`config.mk`:
```
export PLATFORM = sky130hd
export DESIGN_NAME = inst_queue_flat
export DESIGN_NICKNAME = d
export VERILOG_FILES = /design/src/rtl/inst_queue_pkg.sv /design/src/rtl/inst_queue_if.sv /design/src/rtl/iq_ram.sv /design/src/rtl/inst_queue.sv /design/src/flat_wrapper.sv
export SDC_FILE = /design/constraint.sdc
export NUM_CORES = 1
export LEC_CHECK = 0
export BUFFER_PORTS_ARGS = -buffer_cell sky130_fd_sc_hd__buf_2
export CAP_MARGIN = 10
export CORE_MARGIN = 10
export CORE_UTILIZATION = 45
export CTS_BUF_LIST = sky130_fd_sc_hd__clkbuf_16
export CTS_CLUSTER_DIAMETER = 50
export DETAILED_ROUTE_END_ITERATION = 12
export PLACE_DENSITY = 0.72
export RECOVER_POWER = 25
export SYNTH_ARGS = -nofsm -noshare
export SYNTH_HDL_FRONTEND = slang
export SYNTH_SLANG_ARGS = --single-unit
```
`constraint.sdc`:
```
create_clock -name clk_in -period 6.95 [get_ports clk_in]
set_input_delay 0.695 -clock clk_in [delete_from_list [all_inputs] [get_ports clk_in]]
set_output_delay 0.695 -clock clk_in [all_outputs]
set_load 0.05 [all_outputs]
```
`src/rtl/inst_queue_pkg.sv`:
```
// Shared front-end sizing constants used by fetch, the instruction queue and decode.
// Optional almost-full output is enabled with the IQ_ALMOST_FULL_EN macro.
package inst_queue_pkg;

    localparam int unsigned InstSize = 32;
    localparam logic [InstSize-1:0] zero = '0;
    localparam logic [InstSize-1:0] one  = {{(InstSize-1){1'b0}}, 1'b1};

    // Fetch and decode both size their bookkeeping from these.
    localparam int unsigned IQ_DEPTH_LOG = 4;
    localparam int unsigned IQ_DEPTH     = 1 << IQ_DEPTH_LOG;

    typedef struct packed {
        logic [InstSize-1:0] inst;
        logic [InstSize-1:0] pc;
    } iq_entry_t;

endpackage

```
`src/rtl/inst_queue_if.sv`:
```
// Fetch/decode handshake bundle of the instruction queue; master = fetch+decode, slave = queue.
// almost_full exists only when IQ_ALMOST_FULL_EN is defined.
interface inst_queue_if #(
    parameter int unsigned INST_W = inst_queue_pkg::InstSize
);

    logic              fetch_en;
    logic [INST_W-1:0] fetch_inst;
    logic [INST_W-1:0] fetch_pc;
    logic              IQ_isfull;
`ifdef IQ_ALMOST_FULL_EN
    logic              almost_full;
`endif
    logic              Get_Inst;
    logic              en_out;
    logic [INST_W-1:0] Inst_out;
    logic [INST_W-1:0] pc_out;
    logic              IQ_isempty;

    modport master (
        output fetch_en, fetch_inst, fetch_pc, Get_Inst,
`ifdef IQ_ALMOST_FULL_EN
        input  almost_full,
`endif
        input  IQ_isfull, en_out, Inst_out, pc_out, IQ_isempty
    );

    modport slave (
        input  fetch_en, fetch_inst, fetch_pc, Get_Inst,
`ifdef IQ_ALMOST_FULL_EN
        output almost_full,
`endif
        output IQ_isfull, en_out, Inst_out, pc_out, IQ_isempty
    );

endinterface

```
`src/rtl/iq_ram.sv`:
```
// Entry storage for the instruction queue: one synchronous write port and one
// registered read port whose output register resets to zero and holds when not read.
module iq_ram #(
    parameter int unsigned DEPTH_LOG = 4,
    parameter int unsigned WIDTH     = 64
) (
    input  logic                 clk_i,
    input  logic                 rst_ni,
    input  logic                 we_i,
    input  logic [DEPTH_LOG-1:0] waddr_i,
    input  logic [WIDTH-1:0]     wdata_i,
    input  logic                 re_i,
    input  logic [DEPTH_LOG-1:0] raddr_i,
    output logic [WIDTH-1:0]     rdata_o
);

    localparam int unsigned Depth = 1 << DEPTH_LOG;

    logic [WIDTH-1:0] mem_q [Depth];
    logic [WIDTH-1:0] rdata_q, rdata_d;

    // Entry contents are don't-care after reset, so the array carries no reset.
    always_ff @(posedge clk_i) begin
        if (we_i) begin
            mem_q[waddr_i] <= wdata_i;
        end
    end

    always_comb begin
        rdata_d = rdata_q;
        if (re_i) begin
            rdata_d = mem_q[raddr_i];
        end
    end

    always_ff @(posedge clk_i or negedge rst_ni) begin
        if (!rst_ni) begin
            rdata_q <= '0;
        end else begin
            rdata_q <= rdata_d;
        end
    end

    assign rdata_o = rdata_q;

endmodule

```
`src/rtl/inst_queue.sv`:
```
// Circular instruction queue between fetch and decode with a registered one-cycle pop.
// Defining IQ_ALMOST_FULL_EN adds the almost_full output (free slots <= AFULL_MARGIN).
module inst_queue
    import inst_queue_pkg::*;
#(
    parameter int unsigned DEPTH_LOG    = IQ_DEPTH_LOG,
    parameter int unsigned INST_W       = InstSize
`ifdef IQ_ALMOST_FULL_EN
    ,
    parameter int unsigned AFULL_MARGIN = 2
`endif
) (
    input  logic         clk_in,
    input  logic         rst_n_in,
    input  logic         rdy_in,
    input  logic         clear,
    inst_queue_if.slave  bus
);

    localparam int unsigned Depth = 1 << DEPTH_LOG;
    localparam int unsigned CntW  = DEPTH_LOG + 1;
    localparam logic [CntW-1:0] DepthCnt = CntW'(Depth);

    logic [DEPTH_LOG-1:0] head_q, head_d;
    logic [DEPTH_LOG-1:0] tail_q, tail_d;
    logic [CntW-1:0]      count_q, count_d;
    logic                 en_out_q, en_out_d;

    logic                 full, empty;
    logic                 push_ok, pop_ok;
    logic                 advance;
    logic [2*INST_W-1:0]  rd_data;

    assign full    = (count_q == DepthCnt);
    assign empty   = (count_q == '0);
    assign push_ok = bus.fetch_en && !full;
    assign pop_ok  = bus.Get_Inst && !empty;
    // Storage may only move on edges that actually commit the handshake.
    assign advance = rdy_in && !clear;

    always_comb begin
        head_d   = head_q;
        tail_d   = tail_q;
        count_d  = count_q;
        en_out_d = en_out_q;
        if (clear) begin
            head_d   = '0;
            tail_d   = '0;
            count_d  = '0;
            en_out_d = 1'b0;
        end else if (rdy_in) begin
            if (push_ok) begin
                tail_d = tail_q + 1'b1;
            end
            if (pop_ok) begin
                head_d = head_q + 1'b1;
            end
            if (push_ok && !pop_ok) begin
                count_d = count_q + 1'b1;
            end else if (pop_ok && !push_ok) begin
                count_d = count_q - 1'b1;
            end
            en_out_d = pop_ok;
        end
    end

    always_ff @(posedge clk_in or negedge rst_n_in) begin
        if (!rst_n_in) begin
            head_q   <= '0;
            tail_q   <= '0;
            count_q  <= '0;
            en_out_q <= 1'b0;
        end else begin
            head_q   <= head_d;
            tail_q   <= tail_d;
            count_q  <= count_d;
            en_out_q <= en_out_d;
        end
    end

    iq_ram #(
        .DEPTH_LOG (DEPTH_LOG),
        .WIDTH     (2 * INST_W)
    ) u_iq_ram (
        .clk_i   (clk_in),
        .rst_ni  (rst_n_in),
        .we_i    (advance && push_ok),
        .waddr_i (tail_q),
        .wdata_i ({bus.fetch_inst, bus.fetch_pc}),
        .re_i    (advance && pop_ok),
        .raddr_i (head_q),
        .rdata_o (rd_data)
    );

    assign bus.Inst_out   = rd_data[2*INST_W-1:INST_W];
    assign bus.pc_out     = rd_data[INST_W-1:0];
    assign bus.en_out     = en_out_q;
    assign bus.IQ_isfull  = full;
    assign bus.IQ_isempty = empty;

`ifdef IQ_ALMOST_FULL_EN
    assign bus.almost_full = (DepthCnt - count_q) <= CntW'(AFULL_MARGIN);
`endif

endmodule

```
`src/flat_wrapper.sv`:
```
// flat-port wrapper written by rule: the top's interface ports become plain ports
module inst_queue_flat import inst_queue_pkg::*;
#(
    parameter int unsigned DEPTH_LOG    = IQ_DEPTH_LOG,
    parameter int unsigned INST_W       = InstSize

)
  (clk_in, rst_n_in, rdy_in, clear, bus_fetch_en, bus_fetch_inst, bus_fetch_pc, bus_Get_Inst, bus_IQ_isfull, bus_en_out, bus_Inst_out, bus_pc_out, bus_IQ_isempty);
  inst_queue_if #(.INST_W(INST_W)) bus_i ();
  input  logic clk_in;
  input  logic rst_n_in;
  input  logic rdy_in;
  input  logic clear;
  input wire logic [$bits(bus_i.fetch_en)-1:0] bus_fetch_en;
  input wire logic [$bits(bus_i.fetch_inst)-1:0] bus_fetch_inst;
  input wire logic [$bits(bus_i.fetch_pc)-1:0] bus_fetch_pc;
  input wire logic [$bits(bus_i.Get_Inst)-1:0] bus_Get_Inst;
  output wire logic [$bits(bus_i.IQ_isfull)-1:0] bus_IQ_isfull;
  output wire logic [$bits(bus_i.en_out)-1:0] bus_en_out;
  output wire logic [$bits(bus_i.Inst_out)-1:0] bus_Inst_out;
  output wire logic [$bits(bus_i.pc_out)-1:0] bus_pc_out;
  output wire logic [$bits(bus_i.IQ_isempty)-1:0] bus_IQ_isempty;
  assign bus_i.fetch_en = bus_fetch_en;
  assign bus_i.fetch_inst = bus_fetch_inst;
  assign bus_i.fetch_pc = bus_fetch_pc;
  assign bus_i.Get_Inst = bus_Get_Inst;
  assign bus_IQ_isfull = bus_i.IQ_isfull;
  assign bus_en_out = bus_i.en_out;
  assign bus_Inst_out = bus_i.Inst_out;
  assign bus_pc_out = bus_i.pc_out;
  assign bus_IQ_isempty = bus_i.IQ_isempty;
  inst_queue #(.DEPTH_LOG(DEPTH_LOG), .INST_W(INST_W)) u_core (.clk_in(clk_in), .rst_n_in(rst_n_in), .rdy_in(rdy_in), .clear(clear), .bus(bus_i));
endmodule
```
==> metrics <==
outcome completed; arrival time at the worst endpoint 3.67 ns; leading area contributor after synthesis edfxtp_1; top cells by count, synth 1,024 x edfxtp_1, 256 x mux4_2, 132 x mux2i_1; Final ANT Viol Nets 0; clk slew on worst S/H paths 0.06 ns; Post-synth top flop edfxtp_1; I/O pin count 137; relative slew slack 17.2%; Syn Area/Cell 23.0 um^2; Syn Nets 1,896; switch share 26.3%; family with the most delay on the worst path simple AND/OR/NAND/NOR gates; Final setup viols 0; Die W 324 um; synth-to-layout area growth 13.7%; cell chain of the critical path nor4_1 -> nand2_1 -> and3_1 -> nand2_1 -> nor2_4 -> buf_4; Slowest-stage cell, CP nor2_4; DRT Pass-1 Iters 8; Placed Cells incl. Taps 3,132; placement row count 111; final worst path period need 3.39 ns; Vias 19.3k; Int Power 11.2 mW; synth top area cells edfxtp_1 74%, mux4_2 14%, dfrtp_1 4.7%; Sequential Power Share 50.4%; Initial Util 45.4%; Tot GR Track Use 17.4%; clock power share 37.7%; Post-CTS Resized 0; Ys Warns 0; Layout Cells excl Fill 3,340; Post-Synthesis Cells 1,816; HPWL after DPL 47,600 um; EDFF count, synth 1,024; Seq/Total Area, Yosys 78.4%; sw power 4.02 mW; final wirelength 92,400 um; first-pass GRT wire length 138,000 um; hold buffer count at cts 0; maximum vdd drop 0.210 mV; Max-Cap Viols 0; core area 91,800 um^2; Pwr Density 322 nW/um^2; skew final 0.0393 ns; initial DRC count 2,044; Slew @ Worst Pin 1.24 ns; final core utilization 51.7%; tightest hold margin 0.0753 ns; Setup TNS 0 ns; vias in the first global route 20.6k; die footprint 105,000 um^2; synth unique cells 38; Via density 5.78; Mapped Area 41,700 um^2; Worst Path Buf+Inv 1; Clk Tree Root Cell clkbuf_16; die height 324 um; Lkg Pwr 14.9 nW; Crit Path Max Fanout 40; Hold Crit Class primary input to async pin; port bufs 136; ratio of final minimum period to clock period 48.8%; CP Capture Type register; RSZ-0062 raised after global routing false; CTS tree done; maximum clock frequency 295 MHz; Post-route DRC 0; Clk Latency, worst-skew pair 0.69 ns; Layout Nets 2,081; slowest stage delay, CP 0.93 ns; top-count cell post-synth edfxtp_1; htree depth 3; Gate power share 11.9%; initial antenna violation count 16; Post-CTS Setup Bufs 0; Final WS setup 3.56 ns; CP dominant cell by count nand2_1; routability cong. 0.709; share of cells above drive strength 1 27.1%; CTS sink cnt 1,102; CTS Buffer Depth 3; Yosys top cell area share 73.7%; GRT Residual Overflow 0; Worst EP required 7.23 ns; CP Class register to register; WL per Instance 27.7 um; largest net degree at the start of global routing 169; asr flop ratio synth 7.08%; final count of pins violating max slew 0; pre-CTS setup slack 3.21 ns; number of buffers created by CTS 109; crit start category register; synthesized flop and latch total 1,102; final hold violation count 0
==> routing by layer <==
layer  global-route usage, %  vias up  routed length, um
li1                        -     8052                  -
met1                    22.1    10362              36000
met2                    30.1      720              48000
met3                    3.75      158               6380
met4                    4.48       22               1840
met5                       0        -                123
==> cell families (layout without fill, tap and decap cells) <==
logic type	after synthesis	count (layout)	share of synthesized area (%)
buf+inv	105	383	1.27
flops	1102	1102	78.4
other cells	0	3	0
xor+xnor	7	7	0.147
compound gates	80	80	1.63
mux	389	389	17.0
simple gates	123	123	1.23
fa+ha+maj	10	10	0.318
==> area by class of cell <==
cell class	count	area [um^2]
Clock inverter	92	747
Antenna cell	3	7.51
Sequential cell	1102	32700
Inverter	4	15.0
Clock buffer	112	2800
Fill cell	6941	44400
Tap cell	1243	1560
Timing Repair Buffer	175	986
Multi-Input combinational cell	609	8610
==> power by group through the flow <==
stage / combinational [mW] / sequential, mW / clock (mW)
after floorplan: 0.662 / 8.37 / 0
after global routing: 1.93 / 7.71 / 6.12
after CTS: 1.85 / 7.69 / 5.85
after detailed placement: 1.84 / 7.83 / 0
final: 1.81 / 7.69 / 5.76
after global placement: 1.80 / 7.82 / 0
==> registers in the layout, indices dropped and copies added, names as in the netlist <==
| signal | cells |
|---|---|
| u_core.u_iq_ram.mem_q | 1024 |
| u_core.u_iq_ram.rdata_o | 64 |
| u_core.count_q | 5 |
| u_core.head_q | 4 |
| u_core.tail_q | 4 |
| u_core.bus.en_out | 1 |
==> per-stage QoR <==
stage                     power, mW  area (um^2)
final                          15.3        47400
after global routing           15.8        47400
after CTS                      15.4        47500
after detailed placement       9.67        43900
after global placement         9.63        43900
after floorplan                9.04        41700
==> path summary, 6_finish.rpt <==
check                                                 start                            end  slack [ns]  depth (start not counted)
worst min-delay path                               rst_n_in    u_core.u_iq_ram.rdata_o[37]        0.08                          1
max in group asynchronous                          rst_n_in    u_core.u_iq_ram.rdata_o[17]        5.52                          2
worst max register to register            u_core.count_q[0]  u_core.u_iq_ram.mem_q[15][20]        3.56                          6
worst max-delay path                      u_core.count_q[0]  u_core.u_iq_ram.mem_q[15][20]        3.56                          6
min in group clk_in                                   clear               u_core.tail_q[1]        0.39                          2
worst min register to register  u_core.u_iq_ram.rdata_o[20]    u_core.u_iq_ram.rdata_o[20]        0.48                          2
==> placed cells by master (no fill, tap or decap), types with 4 or more instances in the layout <==
master / netlist / routed
nor2_4: 0 / 12
clkinv_4: 0 / 4
mux2i_1: 132 / 132
nor2_1: 25 / 13
clkbuf_16: 0 / 112
nand3_1: 6 / 6
clkinvlp_4: 0 / 4
buf_12: 0 / 4
nor3_2: 0 / 4
clkbuf_1: 49 / 48
bufinv_16: 0 / 9
mux4_2: 256 / 256
nand2_1: 73 / 73
clkinv_2: 0 / 20
edfxtp_1: 1024 / 1024
buf_2: 32 / 87
clkinv_1: 0 / 30
ha_1: 9 / 9
buf_4: 13 / 35
a21oi_1: 6 / 6
xnor2_1: 4 / 4
inv_1: 4 / 20
o221ai_1: 64 / 64
dfrtp_1: 78 / 75
No activity file was read; power rests on OpenSTA's default activity.
